**config.mk**
```make
export PLATFORM = sky130hd
export DESIGN_NAME = awg_param_ctrl
export DESIGN_NICKNAME = d
export VERILOG_FILES = /design/src/rtl/awg_pkg.sv /design/src/rtl/awg_param_ctrl_key_debounce.sv /design/src/rtl/awg_param_ctrl.sv
export SDC_FILE = /design/constraint.sdc
export NUM_CORES = 1
export LEC_CHECK = 0
export ABC_AREA = 0
export CORE_UTILIZATION = 50
export DETAILED_ROUTE_END_ITERATION = 10
export HOLD_SLACK_MARGIN = 0.1
export PLACE_DENSITY = 0.67
export SETUP_SLACK_MARGIN = 0.1
export SLEW_MARGIN = 10
export SYNTH_ARGS = -nofsm -noshare
export SYNTH_HDL_FRONTEND = slang
export SYNTH_SLANG_ARGS = --single-unit
```
**constraint.sdc**
```tcl
create_clock -name clk -period 2.5 [get_ports clk]
set_clock_uncertainty 0.1 [all_clocks]
set_input_delay 0.75 -clock clk [delete_from_list [all_inputs] [get_ports clk]]
set_output_delay 0.75 -clock clk [all_outputs]
set_load 0.01 [all_outputs]
```
**src/rtl/awg_pkg.sv**
```systemverilog
// Shared encodings for the AWG front-panel controller: edited-field select,
// one-hot waveform codes and the amplitude ceiling.
package awg_pkg;

    typedef enum logic [1:0] {
        SEL_FREQ  = 2'd0,
        SEL_AMP   = 2'd1,
        SEL_PHASE = 2'd2,
        SEL_RSVD  = 2'd3
    } sel_e;

    localparam logic [4:0] WAVE_SINE   = 5'b00001;
    localparam logic [4:0] WAVE_SQUARE = 5'b00010;
    localparam logic [4:0] WAVE_TRI    = 5'b00100;
    localparam logic [4:0] WAVE_SAW    = 5'b01000;
    localparam logic [4:0] WAVE_DC     = 5'b10000;

    localparam logic [2:0] AMP_MAX = 3'd7;

    function automatic logic [4:0] wave_next(input logic [4:0] w);
        return {w[3:0], w[4]};
    endfunction

endpackage

```
**src/rtl/awg_param_ctrl_key_debounce.sv**
```systemverilog
// One push-button: 2-flop synchronizer, level debounce, registered press pulse
// and optional hold-to-repeat pulse train.
module key_debounce #(
    parameter int unsigned DEB_CYCLES    = 500000,
    parameter int unsigned HOLD_CYCLES   = 25000000,
    parameter int unsigned REPEAT_CYCLES = 5000000,
    parameter bit          ENABLE_REPEAT = 1'b0
) (
    input  logic clk_i,
    input  logic rst_i,
    input  logic key_n_i,
    output logic press_o,
    output logic repeat_o
);

    localparam int unsigned DW = $clog2(DEB_CYCLES + 1);
    localparam int unsigned HW = $clog2(HOLD_CYCLES + 1);
    localparam logic [DW-1:0] DEB_LAST    = DW'(DEB_CYCLES - 1);
    localparam logic [HW-1:0] HOLD_END    = HW'(HOLD_CYCLES);
    localparam logic [HW-1:0] HOLD_RELOAD = HW'(HOLD_CYCLES - REPEAT_CYCLES + 1);

    logic          sync1_q, sync2_q;
    logic          vld1_q, vld2_q;
    logic          armed_q, armed_d;
    logic [DW-1:0] cnt_q, cnt_d;
    logic          level_q, level_d;
    logic          level_dly_q;
    logic          press_q;
    logic [HW-1:0] hold_q, hold_d;
    logic          rep_q, rep_d;
    logic          sample;

    // A key held through reset stays ignored until a real post-reset release is seen.
    assign sample = sync2_q & armed_q;

    always_comb begin
        armed_d = armed_q | (vld2_q & ~sync2_q);
        level_d = level_q;
        cnt_d   = '0;
        if (sample != level_q) begin
            if (cnt_q == DEB_LAST) begin
                level_d = sample;
            end else begin
                cnt_d = cnt_q + 1'b1;
            end
        end

        hold_d = '0;
        rep_d  = 1'b0;
        if (ENABLE_REPEAT && level_q) begin
            if (hold_q == HOLD_END) begin
                hold_d = HOLD_RELOAD;
                rep_d  = 1'b1;
            end else begin
                hold_d = hold_q + 1'b1;
            end
        end
    end

    always_ff @(posedge clk_i) begin
        if (rst_i) begin
            sync1_q     <= 1'b0;
            sync2_q     <= 1'b0;
            vld1_q      <= 1'b0;
            vld2_q      <= 1'b0;
            armed_q     <= 1'b0;
            cnt_q       <= '0;
            level_q     <= 1'b0;
            level_dly_q <= 1'b0;
            press_q     <= 1'b0;
            hold_q      <= '0;
            rep_q       <= 1'b0;
        end else begin
            sync1_q     <= ~key_n_i;
            sync2_q     <= sync1_q;
            vld1_q      <= 1'b1;
            vld2_q      <= vld1_q;
            armed_q     <= armed_d;
            cnt_q       <= cnt_d;
            level_q     <= level_d;
            level_dly_q <= level_q;
            press_q     <= level_q & ~level_dly_q;
            hold_q      <= hold_d;
            rep_q       <= rep_d;
        end
    end

    assign press_o  = press_q;
    assign repeat_o = rep_q;

endmodule

```
**src/rtl/awg_param_ctrl.sv**
```systemverilog
// Front-panel controller for sig_gen: four debounced keys drive the edit FSM,
// saturating/wrapping field arithmetic, waveform rotation and an update strobe.
module awg_param_ctrl
    import awg_pkg::*;
#(
    parameter int unsigned DEB_CYCLES    = 500000,
    parameter int unsigned HOLD_CYCLES   = 25000000,
    parameter int unsigned REPEAT_CYCLES = 5000000,
    parameter int unsigned FREQ_STEP     = 10,
    parameter int unsigned FREQ_MIN      = 1,
    parameter int unsigned FREQ_MAX      = 4000,
    parameter int unsigned FREQ_RST      = 100
) (
    input  logic        clk,
    input  logic        rst,
    input  logic        key_mode,
    input  logic        key_up,
    input  logic        key_down,
    input  logic        key_wave,
    output logic [4:0]  state,
    output logic [11:0] state_freq,
    output logic [2:0]  state_amp,
    output logic [7:0]  state_phase,
    output logic [1:0]  sel,
    output logic        cfg_update
);

    logic mode_press, mode_rep, up_press, up_rep;
    logic dn_press, dn_rep, wave_press, wave_rep;

    key_debounce #(.DEB_CYCLES(DEB_CYCLES), .HOLD_CYCLES(HOLD_CYCLES),
                   .REPEAT_CYCLES(REPEAT_CYCLES), .ENABLE_REPEAT(1'b0))
    u_key_mode (.clk_i(clk), .rst_i(rst), .key_n_i(key_mode),
                .press_o(mode_press), .repeat_o(mode_rep));

    key_debounce #(.DEB_CYCLES(DEB_CYCLES), .HOLD_CYCLES(HOLD_CYCLES),
                   .REPEAT_CYCLES(REPEAT_CYCLES), .ENABLE_REPEAT(1'b1))
    u_key_up (.clk_i(clk), .rst_i(rst), .key_n_i(key_up),
              .press_o(up_press), .repeat_o(up_rep));

    key_debounce #(.DEB_CYCLES(DEB_CYCLES), .HOLD_CYCLES(HOLD_CYCLES),
                   .REPEAT_CYCLES(REPEAT_CYCLES), .ENABLE_REPEAT(1'b1))
    u_key_down (.clk_i(clk), .rst_i(rst), .key_n_i(key_down),
                .press_o(dn_press), .repeat_o(dn_rep));

    key_debounce #(.DEB_CYCLES(DEB_CYCLES), .HOLD_CYCLES(HOLD_CYCLES),
                   .REPEAT_CYCLES(REPEAT_CYCLES), .ENABLE_REPEAT(1'b0))
    u_key_wave (.clk_i(clk), .rst_i(rst), .key_n_i(key_wave),
                .press_o(wave_press), .repeat_o(wave_rep));

    sel_e        sel_q, sel_d;
    logic [4:0]  wave_q, wave_d;
    logic [11:0] freq_q, freq_d;
    logic [2:0]  amp_q, amp_d;
    logic [7:0]  phase_q, phase_d;
    logic        upd_q, upd_d;

    logic        mode_ev, up_ev, dn_ev, wave_ev, step_up, step_dn;
    logic [12:0] f_wide, f_up, f_dn;

    assign mode_ev = mode_press | mode_rep;
    assign wave_ev = wave_press | wave_rep;
    assign up_ev   = up_press | up_rep;
    assign dn_ev   = dn_press | dn_rep;
    assign step_up = up_ev & ~dn_ev;
    assign step_dn = dn_ev & ~up_ev;

    // 13-bit headroom so the up-step can exceed FREQ_MAX and the down-step cannot wrap.
    always_comb begin
        f_wide = {1'b0, freq_q};
        f_up   = f_wide + 13'(FREQ_STEP);
        if (f_up > 13'(FREQ_MAX)) f_up = 13'(FREQ_MAX);
        if (f_wide < 13'(FREQ_STEP + FREQ_MIN)) f_dn = 13'(FREQ_MIN);
        else                                    f_dn = f_wide - 13'(FREQ_STEP);
    end

    always_comb begin
        sel_d   = sel_q;
        wave_d  = wave_q;
        freq_d  = freq_q;
        amp_d   = amp_q;
        phase_d = phase_q;

        case (sel_q)
            SEL_FREQ: begin
                if (step_up) freq_d = f_up[11:0];
                if (step_dn) freq_d = f_dn[11:0];
            end
            SEL_AMP: begin
                if (step_up && amp_q != AMP_MAX) amp_d = amp_q + 3'd1;
                if (step_dn && amp_q != 3'd0)    amp_d = amp_q - 3'd1;
            end
            SEL_PHASE: begin
                if (step_up) phase_d = phase_q + 8'd1;
                if (step_dn) phase_d = phase_q - 8'd1;
            end
            default: ;
        endcase

        if (mode_ev) begin
            case (sel_q)
                SEL_FREQ: sel_d = SEL_AMP;
                SEL_AMP:  sel_d = SEL_PHASE;
                default:  sel_d = SEL_FREQ;
            endcase
        end else if (sel_q == SEL_RSVD) begin
            sel_d = SEL_FREQ;
        end

        if (wave_ev) wave_d = wave_next(wave_q);

        upd_d = (wave_d != wave_q) | (freq_d != freq_q) |
                (amp_d != amp_q) | (phase_d != phase_q);
    end

    always_ff @(posedge clk) begin
        if (rst) begin
            sel_q   <= SEL_FREQ;
            wave_q  <= WAVE_SINE;
            freq_q  <= 12'(FREQ_RST);
            amp_q   <= AMP_MAX;
            phase_q <= 8'd0;
            upd_q   <= 1'b0;
        end else begin
            sel_q   <= sel_d;
            wave_q  <= wave_d;
            freq_q  <= freq_d;
            amp_q   <= amp_d;
            phase_q <= phase_d;
            upd_q   <= upd_d;
        end
    end

    assign state       = wave_q;
    assign state_freq  = freq_q;
    assign state_amp   = amp_q;
    assign state_phase = phase_q;
    assign sel         = sel_q;
    assign cfg_update  = upd_q;

endmodule
```
=== After elaboration in Yosys (flattened, before gate mapping) ===
Cells that the tools add are included.

* Register bits: 185
* Input bits: 6
* Logic and storage cells: 154
* Output and inout bits: 31

* Eq/ne operators: 18
* Bitwise operators: 43
* Magnitude comparators: 2
* Add/subtract/negate cells: 12
* Multiplexer cells: 20
* Reduce and logical (&&, ||, !) cells: 17

{| class="wikitable"
|+ Operator list
! kind !! number
|-
| $add 19x1->19 const B || 4
|-
| $eq 19x19->1 const B || 4
|-
| $mux 12 || 5
|-
| $add 25x1->25 const B || 2
|-
| $eq 25x25->1 const B || 2
|-
| $mux 25 || 2
|-
| $mux 8 || 3
|-
| $not 1->1 || 20
|-
| $reduce_or 3->1 || 6
|-
| $and 1x1->1 || 14
|-
| $add 12x4->13 const B || 1
|-
| $gt 13x12->1 const B || 1
|-
| $lt 12x4->1 const B || 1
|-
| $ne 12x12->1 || 1
|-
| $sub 12x4->12 const B || 1
|-
| $mux 3 || 3
|-
| $or 1x1->1 || 9
|-
| $add 8x1->8 const B || 1
|-
| $ne 8x8->1 || 1
|-
| $reduce_and 2->1 || 4
|-
| $sub 8x1->8 const B || 1
|-
| $mux 5 || 1
|-
| $ne 5x5->1 || 1
|-
| $eq 2x2->1 const B || 2
|-
| 14 further kinds || 22
|}

=== Longest topological paths before layout ===
* Depth after elaboration: 10
* Depth in mapped cells: 11
* Gate-level depth less buffers: 10

=== By module ===
From an unflattened synthesis, not the netlist that was laid out.

* Cells, all modules: 1111
* Area, all modules: 9367.7 µm²

{| class="wikitable"
|+ By module, submodules not included
! module !! instances !! cells an instance !! area each (µm²) !! sequential area each (µm²)
|-
| key_debounce (u_key_down ...) || 2 || 256 || 2287.2 || 1061.0
|-
| awg_param_ctrl || 1 || 343 || 2526.2 || 620.6
|-
| key_debounce (u_key_mode ...) || 2 || 128 || 1133.6 || 540.5
|}

=== Least setup slack after synthesis ===
Ideal clock, no wire load.

* Path kind: reg-to-reg
* Start: reg freq_q[1], in the netlist state_freq[1]
* End: reg upd_q, in the netlist cfg_update
* Data arrival time: 2.363 ns
* Data required time: 2.263 ns
* Stages on the path, launching flop included: 10
* Period minus slack after synthesis: 2.600 ns
* Setup slack: -0.100 ns
* Setup time: 0.137 ns
* Path buffers: 0
* Path through: dfxtp_1 ha_1 o2111ai_1 nor2_1 or3_4 or3_1 a31oi_2 mux2i_1 o31a_1 a41oi_2

* Longest elaborated chain between the ends: 10
* Elaborated cells between the ends (all ways): 13
* Those cells by class: add/sub: 2; order compare: 2; eq/ne: 1; mux: 5; bitwise: 3

{| class="wikitable"
|+ Ends and longest elaborated chain
! element !! RTL line !! RTL
|-
| start, declared || awg_param_ctrl.sv:53 || <nowiki>logic [11:0] freq_q, freq_d;</nowiki>
|-
| start signal, assigned || awg_param_ctrl.sv:120 || <nowiki>freq_q <= 12'(FREQ_RST);</nowiki>
|-
| start signal, assigned || awg_param_ctrl.sv:127 || <nowiki>freq_q <= freq_d;</nowiki>
|-
| $add 12x4->13 || awg_param_ctrl.sv:71 || <nowiki>f_up = f_wide + 13'(FREQ_STEP);</nowiki>
|-
| $gt 13x12->1 || awg_param_ctrl.sv:72 || <nowiki>if (f_up > 13'(FREQ_MAX)) f_up = 13'(FREQ_MAX);</nowiki>
|-
| $mux 12 || awg_param_ctrl.sv:72 ||
|-
| $mux 12 || awg_param_ctrl.sv:86 || <nowiki>if (step_up) freq_d = f_up[11:0];</nowiki>
|-
| $mux 12 || awg_param_ctrl.sv:87 || <nowiki>if (step_dn) freq_d = f_dn[11:0];</nowiki>
|-
| $mux 12 || awg_param_ctrl.sv:84 || <nowiki>case (sel_q)</nowiki>
|-
| $ne 12x12->1 * || awg_param_ctrl.sv:112 || <nowiki>upd_d = (wave_d != wave_q) | (freq_d != freq_q) |</nowiki>
|-
| $or 1x1->1 * (2 in series) || awg_param_ctrl.sv:112 ||
|-
| $or 1x1->1 * || awg_param_ctrl.sv:113 || <nowiki>(amp_d != amp_q) | (phase_d != phase_q);</nowiki>
|-
| end signal, assigned || awg_param_ctrl.sv:130 || <nowiki>upd_q <= upd_d;</nowiki>
|-
| end, declared || awg_param_ctrl.sv:56 || <nowiki>logic upd_q, upd_d;</nowiki>
|}

Every way passes the cells marked *; elsewhere a longest branch is shown, timed or not.
A chain may end at the register's enable or synchronous reset.

=== Worst setup path after layout ===
* Start: reg freq_q[6], in the netlist state_freq[6]
* End: reg upd_q, in the netlist cfg_update

Same word-level chain as after synthesis.

==> run summary <==
run status -> finished, violations left
failing checks -> negative setup slack
final setup vio count -> 1
Async S/R FF share, synth -> 0%
Max Slew Vio Count -> 0
Seq/Total Area, Yosys -> 41.9%
Ant. Diodes -> 0
Synth Register Bits -> 185
final WL -> 19,800 um
Synth Net Count -> 1,097
DR DRC count -> 0
hold crit path type -> reg2reg
TritonCTS Buffers -> 17
via count -> 7,745
initial antenna violation count -> 0
CTS tree -> done
Setup TNS -> -27.5 ps
Hold WS -> 285 ps
Final Util -> 63.3%
first drt pass iteration count -> 5
Die X -> 135 um
Placed Cells -> 1,404
clk_lat worst skew -> 430 ps
Final Worst Setup Slack -> -27.5 ps
top-count cell post-synth -> nor2_1
Core Area -> 17,300 um^2
area of the multi-input gates -> 5010 um^2
io pins -> 37
critical path class -> reg2reg
Worst Reg2Reg Path Length in Cells -> 10
Chip Height -> 135 um
Synth Cell Area -> 8840 um^2
leak pwr -> 3.87 nW
Root Buffer -> clkbuf_16
unrepaired setup endpoints after global routing -> yes
largest net degree at the start of global routing -> 30
layout net count -> 1,223
startpoint types -> register
Initial Util -> 51.1%
CP Data Required Time -> 2700 ps
top post-synthesis cells by area -> dfxtp_1 42%, nor2_1 8.6%, xor2_1 6.7%
hpwl dp -> 14,000 um
final std cells w/o fill -> 1,439
total congestion overflow -> 0
Worst Max-Slew Pin Slew -> 635 ps
min cycle time layout -> 2530 ps
leading area contributor after synthesis -> dfxtp_1
Fillers -> 1,484
reg-to-reg startpoint -> state_freq[6]
Place WS -> -124 ps
Mapped Cells -> 1,075
H-tree depth -> 4
most frequent cells after synthesis -> 202 x nor2_1, 185 x dfxtp_1, 86 x nand2_1, 68 x xor2_1, 65 x nand3_1
Primary FF master, synth -> dfxtp_1
final worst-path cycle share -> 101%
# clock sinks -> 185
Mean Syn Cell Area -> 8.23 um^2
vias in the first global route -> 7,165
Setup crit start -> state_freq[6]
yosys warns -> 0
Power per Cell Area -> 552 nW/um^2
share of the synthesized area in the top cell type -> 41.9%
vias per cell -> 5.38
Setup crit end kind -> register
Max VDD drop -> 0.472 mV
worst r2r dst -> cfg_update
Arr. time, crit path -> 2720 ps
Register Area -> 3730 um^2
Buffers on Ports -> 36
DRT iter0 DRCs -> 490
Max Fclk -> 0.396 GHz
Die ar. -> 18,200 um^2
reg2reg setup slack -> -30 ps
Synth cell types -> 64
CP max FO -> 8
Hold Violations, Final -> 0
crit path to -> cfg_update
Final ANT Viol Nets -> 0
Wirelength per Cell -> 13.7 um
GRT Resource Usage Total -> 22.9%
clock slew at reported path FFs -> 70 ps
GP Congestion -> 0.962
Slew HR -> 57.6%
first-pass GRT wire length -> 33,800 um
max_cap viols -> 0
EDFF count, synth -> 0
Cell Rows -> 48
area grow syn2layout -> 23.7%
Longest Clk Path Bufs -> 2
layout cell share with drive strength beyond 1 -> 15.9%
==> kinds of logic after synthesis <==
logic type               share of synthesized area, %
AND/OR/NAND/NOR                                  28.8
flip-flops                                       41.9
AO/OA/AOI/OAI                                    10.6
XOR/XNOR                                         12.1
buffers and inverters                            3.14
adder cells (fa/ha/maj)                          2.26
multiplexers                                     1.27
==> placed cells by master, fill, tap and decap left out, types with 10 or more instances in the layout <==
cell and instances:
or3_1 17, xnor2_1 54, nand4_1 24, nor2_1 202, dfxtp_1 172, and3_1 24
nor3_1 26, nor4_1 15, a21oi_1 47, clkbuf_16 17, xor2_1 68, nand3_1 65
nor4b_1 10, o21ai_0 25, nor2b_1 15, ha_1 15, buf_4 107, inv_1 30
clkdlybuf4s50_1 29, nand2_1 86
==> per-stage QoR <==
| stage | total power, mW | cell area, um^2 |
|---|---|---|
| finish | 6.04 | 10900 |
| CTS | 6.10 | 10900 |
| floorplan | 3.25 | 8870 |
| detailed placement | 3.42 | 10200 |
| global placement | 3.41 | 10200 |
| global route | 6.27 | 10900 |
==> state kept, by name, indices dropped and copies added, names as in the netlist, 2 cells and up <==
register,flops
sel,2
state,5
u_key_up.cnt_q,19
state_amp,3
u_key_up.hold_q,25
u_key_down.cnt_q,19
u_key_wave.cnt_q,19
u_key_mode.cnt_q,19
state_phase,8
u_key_down.hold_q,25
state_freq,12
==> worst min path at each step <==
| stage | start | end | slack (ps) | depth (start not counted) |
|---|---|---|---|---|
| 2_1_floorplan | u_key_mode.level_dly_q | u_key_mode.press_o | 270 | 1 |
| 3_3_place_gp | u_key_wave.level_dly_q | u_key_wave.press_o | 270 | 1 |
| 3_5_place_dp | u_key_mode.level_dly_q | u_key_mode.press_o | 270 | 1 |
| 4_1_cts | u_key_up.level_dly_q | u_key_up.press_o | 290 | 1 |
| 5_1_grt | u_key_mode.level_dly_q | u_key_mode.press_o | 290 | 1 |
| 6_report | u_key_wave.level_dly_q | u_key_wave.press_o | 290 | 1 |
==> power by group <==
| group | internal, mW | switching (mW) | total [mW] |
|---|---|---|---|
| sequential | 2.98 | 0.0367 | 3.01 |
| combinational | 0.178 | 0.172 | 0.350 |
| clock | 1.46 | 1.21 | 2.67 |
==> timing repair <==
item                                    CTS  global route
hold buffers                              0             0
endpoints found under the hold margin     0             0
gates resized for setup                  23            22
endpoints found under the setup margin   14            21
pin swaps                                 5            10
setup buffers                             3             0
==> metal layers <==
metal / vias to the layer above / part of all wire [%] / GRT usage (%)
met5: - / 0 / 0
met1: 3556 / 48 / 30.5
met2: 189 / 45 / 36.4
met3: 30 / 4.5 / 4.77
met4: 0 / 2.2 / 8.55
li1: 3970 / - / -
==> critical path, stage by stage (launching register included) <==
cell and delay, ps:
dfxtp_4 390, buf_4 160, nor4_2 300, o211a_1 260, buf_4 160, nor2_1 70
a31o_2 240, a21oi_1 270, a211oi_2 140, nor4_2 170, a41oi_2 140
==> area by class of cell <==
type	count	share of cell area, %
Multi-Input combinational cell	820	45.8
Sequential cell	185	34.1
Timing Repair Buffer	146	11.0
Clock buffer	20	4.17
Tap cell	225	2.57
Clock inverter	12	1.22
Inverter	31	1.06
(Power assumes the default switching activity.)
